### src/rtl/wb_pkg.sv
// Shared encodings for the writeback retire stage: load kinds, RF source
// selects, TLBR serializer states, CP0 register numbers and tlbr_result layout.
package wb_pkg;

  localparam int          WB_TLBR_W          = 90;
  localparam logic [4:0]  WB_CP0_PAGEMASK    = 5'd5;
  localparam logic [4:0]  WB_CP0_ENTRYHI     = 5'd10;
  localparam logic [4:0]  WB_CP0_ENTRYLO0    = 5'd2;
  localparam logic [4:0]  WB_CP0_ENTRYLO1    = 5'd3;

  // tlbr_result = {mask[11:0], vpn2[18:0], asid[7:0], g, lo0[24:0], lo1[24:0]}
  localparam int TLBR_LO1_LSB  = 0;
  localparam int TLBR_LO0_LSB  = 25;
  localparam int TLBR_G_BIT    = 50;
  localparam int TLBR_ASID_LSB = 51;
  localparam int TLBR_VPN2_LSB = 59;
  localparam int TLBR_MASK_LSB = 78;

  typedef enum logic [3:0] {
    LD_NONE = 4'd0,
    LD_LB   = 4'd1,
    LD_LBU  = 4'd2,
    LD_LH   = 4'd3,
    LD_LHU  = 4'd4,
    LD_LW   = 4'd5,
    LD_LWL  = 4'd6,
    LD_LWR  = 4'd7
  } load_t;

  typedef enum logic [1:0] {
    RES_ALU  = 2'd0,
    RES_LOAD = 2'd1,
    RES_LINK = 2'd2,
    RES_SC   = 2'd3
  } res_sel_t;

  typedef enum logic [1:0] {
    ST_IDLE  = 2'd0,
    ST_T_HI  = 2'd1,
    ST_T_LO0 = 2'd2,
    ST_T_LO1 = 2'd3
  } wb_state_t;

  // EntryLo layout: {6'b0, pfn[19:0], c[2:0], d, v, g}
  function automatic logic [31:0] entrylo(input logic [24:0] lo, input logic g);
    return {6'b0, lo, g};
  endfunction

endpackage

### src/rtl/wb_retire_load_align.sv
// Combinational load extraction: byte/halfword extension and LWL/LWR merge
// into the old rt value, little-endian lane numbering.
module wb_retire_load_align
  import wb_pkg::*;
(
  input  logic [3:0]  load_type,
  input  logic [1:0]  offset,
  input  logic [31:0] mem_rdata,
  input  logic [31:0] rt,
  output logic [31:0] data
);

  logic [7:0]  byte_sel;
  logic [15:0] half_sel;

  assign byte_sel = mem_rdata[{offset, 3'b000} +: 8];
  assign half_sel = offset[1] ? mem_rdata[31:16] : mem_rdata[15:0];

  always_comb begin
    data = mem_rdata;
    case (load_type)
      LD_LB:  data = {{24{byte_sel[7]}}, byte_sel};
      LD_LBU: data = {24'b0, byte_sel};
      LD_LH:  data = {{16{half_sel[15]}}, half_sel};
      LD_LHU: data = {16'b0, half_sel};
      LD_LW:  data = mem_rdata;
      // LWL fills from the top down, LWR from the bottom up; untouched lanes keep rt
      LD_LWL: begin
        case (offset)
          2'd0:    data = {mem_rdata[7:0],  rt[23:0]};
          2'd1:    data = {mem_rdata[15:0], rt[15:0]};
          2'd2:    data = {mem_rdata[23:0], rt[7:0]};
          default: data = mem_rdata;
        endcase
      end
      LD_LWR: begin
        case (offset)
          2'd0:    data = mem_rdata;
          2'd1:    data = {rt[31:24], mem_rdata[31:8]};
          2'd2:    data = {rt[31:16], mem_rdata[31:16]};
          default: data = {rt[31:8],  mem_rdata[31:24]};
        endcase
      end
      default: data = mem_rdata;
    endcase
  end

endmodule

### src/rtl/wb_retire.sv
// Writeback retire stage: RF/HI/LO/CP0 commits and a 4-cycle TLBR serializer.
// Optional trace outputs enabled by defining WB_DEBUG_TRACE_EN.
module wb_retire
  import wb_pkg::*;
#(
  parameter int         TLBR_W       = WB_TLBR_W,
  parameter logic [4:0] CP0_PAGEMASK = WB_CP0_PAGEMASK,
  parameter logic [4:0] CP0_ENTRYHI  = WB_CP0_ENTRYHI,
  parameter logic [4:0] CP0_ENTRYLO0 = WB_CP0_ENTRYLO0,
  parameter logic [4:0] CP0_ENTRYLO1 = WB_CP0_ENTRYLO1
) (
  input  logic              clk,
  input  logic              rst_n,
  input  logic              wb_valid,
  input  logic              wreg,
  input  logic              whi,
  input  logic              wlo,
  input  logic              wcp0,
  input  logic              tlbr,
  input  logic              hi_i_sel,
  input  logic              lo_i_sel,
  input  logic              SC_result_sel,
  input  logic [1:0]        result_sel,
  input  logic [3:0]        load_type,
  input  logic [3:0]        byte_valid,
  input  logic [4:0]        regdst,
  input  logic [31:0]       ALU_result,
  input  logic [31:0]       mem_rdata,
  input  logic [31:0]       rf_rdata0_fw,
  input  logic [31:0]       rf_rdata1_fw,
  input  logic [31:0]       PC_plus4,
  input  logic [31:0]       instruction,
  input  logic [63:0]       MulDiv_result,
  input  logic [TLBR_W-1:0] tlbr_result,
  output logic              rf_we,
  output logic [4:0]        rf_waddr,
  output logic [31:0]       rf_wdata,
  output logic              hi_we,
  output logic              lo_we,
  output logic [31:0]       hi_wdata,
  output logic [31:0]       lo_wdata,
  output logic              cp0_we,
  output logic [4:0]        cp0_waddr,
  output logic [31:0]       cp0_wdata,
  output logic              wb_stall,
`ifdef WB_DEBUG_TRACE_EN
  output logic [31:0]       debug_wb_pc,
  output logic [3:0]        debug_wb_rf_wen,
  output logic [4:0]        debug_wb_rf_wnum,
  output logic [31:0]       debug_wb_rf_wdata,
`endif
  output logic              retire
);

  wb_state_t   state_q, state_d;
  logic        cp0_we_d, stall_d;
  logic [4:0]  cp0_waddr_d;
  logic [31:0] cp0_wdata_d;
  logic [31:0] load_data;
  logic [31:0] rf_wdata_d;

  logic [11:0] t_mask;
  logic [18:0] t_vpn2;
  logic [7:0]  t_asid;
  logic        t_g;
  logic [24:0] t_lo0, t_lo1;

  assign t_mask = tlbr_result[TLBR_MASK_LSB +: 12];
  assign t_vpn2 = tlbr_result[TLBR_VPN2_LSB +: 19];
  assign t_asid = tlbr_result[TLBR_ASID_LSB +: 8];
  assign t_g    = tlbr_result[TLBR_G_BIT];
  assign t_lo0  = tlbr_result[TLBR_LO0_LSB +: 25];
  assign t_lo1  = tlbr_result[TLBR_LO1_LSB +: 25];

  wb_retire_load_align u_load_align (
    .load_type (load_type),
    .offset    (ALU_result[1:0]),
    .mem_rdata (mem_rdata),
    .rt        (rf_rdata1_fw),
    .data      (load_data)
  );

  always_comb begin
    state_d     = state_q;
    cp0_we_d    = 1'b0;
    cp0_waddr_d = 5'd0;
    cp0_wdata_d = 32'd0;
    stall_d     = 1'b0;
    case (state_q)
      ST_IDLE: begin
        if (wb_valid && tlbr) begin
          cp0_we_d    = 1'b1;
          cp0_waddr_d = CP0_PAGEMASK;
          cp0_wdata_d = {7'b0, t_mask, 13'b0};
          stall_d     = 1'b1;
          state_d     = ST_T_HI;
        end else if (wb_valid && wcp0) begin
          cp0_we_d    = 1'b1;
          cp0_waddr_d = instruction[15:11];
          cp0_wdata_d = rf_rdata1_fw;
        end
      end
      ST_T_HI: begin
        cp0_we_d    = 1'b1;
        cp0_waddr_d = CP0_ENTRYHI;
        cp0_wdata_d = {t_vpn2, 5'b0, t_asid};
        stall_d     = 1'b1;
        state_d     = ST_T_LO0;
      end
      ST_T_LO0: begin
        cp0_we_d    = 1'b1;
        cp0_waddr_d = CP0_ENTRYLO0;
        cp0_wdata_d = entrylo(t_lo0, t_g);
        stall_d     = 1'b1;
        state_d     = ST_T_LO1;
      end
      default: begin
        cp0_we_d    = 1'b1;
        cp0_waddr_d = CP0_ENTRYLO1;
        cp0_wdata_d = entrylo(t_lo1, t_g);
        state_d     = ST_IDLE;
      end
    endcase
  end

  always_comb begin
    rf_wdata_d = ALU_result;
    case (result_sel)
      RES_ALU:  rf_wdata_d = ALU_result;
      RES_LOAD: rf_wdata_d = load_data;
      RES_LINK: rf_wdata_d = PC_plus4 + 32'd4;
      default:  rf_wdata_d = {31'b0, SC_result_sel};
    endcase
  end

  always_ff @(posedge clk or negedge rst_n) begin
    if (!rst_n) begin
      state_q <= ST_IDLE;
    end else begin
      state_q <= state_d;
    end
  end

  // Outputs are forced low while reset is held so a mid-TLBR reset drops them at once
  assign wb_stall  = rst_n && stall_d;
  assign cp0_we    = rst_n && cp0_we_d;
  assign cp0_waddr = rst_n ? cp0_waddr_d : 5'd0;
  assign cp0_wdata = rst_n ? cp0_wdata_d : 32'd0;
  assign retire    = rst_n && wb_valid && !stall_d;
  assign rf_we     = rst_n && wb_valid && wreg && (regdst != 5'd0) && !stall_d;
  assign rf_waddr  = rst_n ? regdst : 5'd0;
  assign rf_wdata  = rst_n ? rf_wdata_d : 32'd0;
  assign hi_we     = rst_n && wb_valid && whi;
  assign lo_we     = rst_n && wb_valid && wlo;
  assign hi_wdata  = !rst_n ? 32'd0 : (hi_i_sel ? rf_rdata0_fw : MulDiv_result[63:32]);
  assign lo_wdata  = !rst_n ? 32'd0 : (lo_i_sel ? rf_rdata0_fw : MulDiv_result[31:0]);

`ifdef WB_DEBUG_TRACE_EN
  logic [31:0] dbg_pc_q;
  logic [3:0]  dbg_wen_q;
  logic [4:0]  dbg_wnum_q;
  logic [31:0] dbg_wdata_q;

  always_ff @(posedge clk or negedge rst_n) begin
    if (!rst_n) begin
      dbg_pc_q    <= 32'd0;
      dbg_wen_q   <= 4'd0;
      dbg_wnum_q  <= 5'd0;
      dbg_wdata_q <= 32'd0;
    end else begin
      dbg_wen_q <= rf_we ? byte_valid : 4'd0;
      if (retire) begin
        dbg_pc_q    <= PC_plus4 - 32'd4;
        dbg_wnum_q  <= rf_waddr;
        dbg_wdata_q <= rf_wdata;
      end
    end
  end

  assign debug_wb_pc       = dbg_pc_q;
  assign debug_wb_rf_wen   = dbg_wen_q;
  assign debug_wb_rf_wnum  = dbg_wnum_q;
  assign debug_wb_rf_wdata = dbg_wdata_q;

  logic unused_instr;
  assign unused_instr = ^{instruction[31:16], instruction[10:0]};
`else
  logic unused_instr;
  assign unused_instr = ^{instruction[31:16], instruction[10:0], byte_valid};
`endif

endmodule

### config.mk
export PLATFORM = sky130hd
export DESIGN_NAME = wb_retire
export DESIGN_NICKNAME = d
export VERILOG_FILES = /design/src/rtl/wb_pkg.sv /design/src/rtl/wb_retire_load_align.sv /design/src/rtl/wb_retire.sv
export SDC_FILE = /design/constraint.sdc
export NUM_CORES = 1
export LEC_CHECK = 0
export ABC_AREA = 1
export BUFFER_PORTS_ARGS = -buffer_cell sky130_fd_sc_hd__buf_2
export CORE_AREA = 2 2 202 204
export DETAILED_ROUTE_END_ITERATION = 16
export DIE_AREA = 0 0 204 206
export PLACE_DENSITY = 0.42
export SLEW_MARGIN = 10
export SYNTH_ARGS = -nofsm -noshare
export SYNTH_HDL_FRONTEND = slang
export SYNTH_HIERARCHICAL = 1
export SYNTH_SLANG_ARGS = --single-unit
### constraint.sdc
create_clock -name clk -period 2.35 [get_ports clk]
set_input_delay 0.1175 -clock clk [delete_from_list [all_inputs] [get_ports clk]]
set_output_delay 0.1175 -clock clk [all_outputs]
set_load 0.005 [all_outputs]
==> flow_metrics.tcl <==
set metrics [dict create \
    final_cell_mix "buf_2, nand2_1, nor2_1" \
    critPathMaxStageDelay_ps 440 \
    p_leak_uw 0.005042 \
    min_path_type "in2reg" \
    start_kind "flip-flop" \
    top_register "state_q" \
    synth_cell_type_count 36 \
    area_growth_syn_to_layout_pct 57.49 \
    final_nets 2129 \
    track_usage_pct 21.00 \
    overflow 0 \
    met2WireLength_mm 24.72 \
    skew_ps 5.458 \
    antenna_left 0 \
    relSlewSlack_pct 59.92 \
    die_h_um 206 \
    tightest_slew_ps 594.9 \
    worstSetupPathType "reg2out" \
    dr.first_iter.drc_count 830 \
    worstPathRequired_ps 2230 \
    die-area_um2 42020 \
    core_area_um2 40180 \
    reg_top3 "state_q (2)" \
    grt_pass1_vias 9955 \
    vias_per_cell 4.605 \
    layout_commonest_cell "buf_2" \
    first_pass_iters 5 \
    cts_tree "built" \
    portBuffers 484 \
    dp_slack_ps 219.5 \
    ys.flop_type "dfrtp_1" \
    hpwl_mm 40.36 \
    cts.clk_slew.worst_paths_ps 30 \
    post-route-min-period_ps 2190 \
    wl_met1_mm 17.51 \
    max_freq_ghz 0.4567 \
    cp.arrival_ps 2070 \
    avgSynthCellArea_um2 4.575 \
    layout-drive-gt1-share_pct 33.71 \
    clock_latency_ps 220 \
    initial_utilization_pct 14.60 \
    synth_warnings 6 \
    grt_max_degree 36 \
    async_reset_ff_share_pct 100.0 \
    crit_fanout 16 \
    slew_violations 0 \
    pin_count 516 \
    period_share_pct 93.18 \
    die_w_um 204 \
    critPathCaptureType "output pin" \
    timing.final.ws_setup_ps 160.3 \
    vias 10531 \
    rsz0062_at_grt "no" \
    antenna_found_initial 14 \
    grt_pass1_wl_mm 65.23 \
    fin_util_pct 22.99 \
    synth_edf_count 0 \
    wl_per_cell_um 20.63 \
    cts_buffer_depth 2 \
    htreeDepth 1 \
    cp_cell_sequence "inv_2 -> ha_2 -> nand2_2 -> nor2_4 -> buf_12 -> a22oi_1 -> o22ai_1 -> buf_2" \
    syn_area_um2 5866 \
    crit_slowest_cell "dfrtp_1" \
    fin_tns_setup_ps 0 \
    drc_errors 0 \
    whs_ps 465.9 \
    vdd_drop_max_mv 0.3395 \
    root_buffer "clkbuf_16" \
    power.density_nw_per_um2 367.1 \
    ys_ff_latch 2 \
    status "finished, final reports clean" \
    gp_congestion 0.9519 \
    setup_violations 0 \
    syn-num-nets 1659 \
    cts_sinks 2 \
    hold_viol_final 0 \
    met3_wirelength_mm 3.435 \
    seq_area_frac_synth_pct 0.8532 \
    cts_made_buffers 3 \
    synthCells 1282 \
    largest_register_ffs 2 \
    wl_mm 47.19 \
    r2r_slack_ps 1040 \
    topRoutingLayerUsed "met4" \
    fp-row-count 74 \
    max_cap_viol_count 0 \
]
[synth_stat cells, types with 2 or more instances]
cell type / instances / share of area [%]
ha_1: 5 / 1.1
nor2_4: 5 / 0.96
nand2_1: 364 / 23
nand2_2: 8 / 0.85
or2_2: 10 / 1.1
o21ai_0: 121 / 10
o211ai_1: 10 / 1.3
nand4_1: 22 / 2.3
inv_1: 125 / 8.0
clkinv_1: 2 / 0.13
a31oi_1: 26 / 2.8
a221oi_1: 13 / 1.9
nand2_4: 2 / 0.38
buf_4: 5 / 0.64
o21ai_1: 8 / 0.68
nor3_1: 2 / 0.17
buf_2: 29 / 2.5
nor2_2: 7 / 0.75
a22o_1: 21 / 3.1
nand3b_1: 6 / 0.77
dfrtp_1: 2 / 0.85
a22oi_1: 7 / 0.90
clkbuf_1: 40 / 2.6
nor2_1: 255 / 16
a21oi_1: 49 / 4.2
o22ai_1: 2 / 0.21
nand3_1: 120 / 10
inv_2: 4 / 0.26
a211oi_1: 2 / 0.26
buf_1: 2 / 0.13
o21bai_1: 2 / 0.26
a21oi_2: 2 / 0.30
[per-layer routing]
layer  up-vias  global-route usage, %
met5         -                      0
met4         0                  5.719
met3        81                  3.138
met2       509                  41.03
met1      4816                  23.39
li1       5125                      -
[power breakdown]
part	switching [µW]	internal, µW	total [µW]
logic	1890	1160	3050
clock network	42.9	217	260
registers	25.9	54.1	80.0
total	1960	1440	3390
[logic make-up (layout without fill, tap and decap cells)]
family | after synthesis | in the layout | share of synthesized area [%]
AOI/OAI and AO/OA | 263 | 263 | 26.24
adders and majority gates | 5 | 5 | 1.067
buffers and inverters | 208 | 676 | 14.38
DFF | 2 | 2 | 0.8533
other | 0 | 5 | 0
and+or+nand+nor | 804 | 804 | 57.47
[through the flow]
stage | power [µW] | instances | instance area (µm²)
2_1_floorplan | 1491 | 1282 | 5866
3_3_place_gp | 3118 | 2277 | 9095
3_5_place_dp | 3117 | 2277 | 9095
4_1_cts | 3405 | 2281 | 9186
5_1_grt | 3713 | 2284 | 9230
6_report | 3391 | 2287 | 9238
[path summary, 6_finish.rpt]
check | from | endpoint | cells past startpoint
setup / recovery | state_q[0]$_DFFE_PN0P_ | cp0_wdata[0] | 8
hold / removal | tlbr | state_q[1]$_DFFE_PN0P_ | 4
setup reg to reg | state_q[0]$_DFFE_PN0P_ | state_q[0]$_DFFE_PN0P_ | 5
hold reg to reg | state_q[1]$_DFFE_PN0P_ | state_q[1]$_DFFE_PN0P_ | 2
max in group asynchronous | rst_n | state_q[1]$_DFFE_PN0P_ | 2
min in group asynchronous | rst_n | state_q[0]$_DFFE_PN0P_ | 2
[timing repair]
item                                    4_1_cts  5_1_grt
buffers inserted                              0        0
cloned                                        0        1
pin swaps                                     0        1
resized for setup                             1        5
endpoints found under the setup margin        1        6
endpoints found under the hold margin         2        0
hold buffers                                  1        0
[worst max-delay path, delay by kind of cell (launching register included)]
family | cells | cell delay, ps
AND/OR/NAND/NOR | 2 | 350
AO/OA/AOI/OAI | 2 | 360
adder cells (fa/ha/maj) | 1 | 210
flip-flops | 1 | 440
buffers and inverters | 3 | 480
[cell type report]
cell class / count / area (µm²)
Tap cell: 532 / 665.6
Sequential cell: 2 / 50.05
Antenna cell: 5 / 12.51
Multi-Input combinational cell: 1072 / 5000
Inverter: 131 / 491.7
Timing Repair Buffer: 542 / 2943
Clock buffer: 3 / 75.07
Fill cell: 4880 / 30950
No activity file was read; power rests on OpenSTA's default activity.
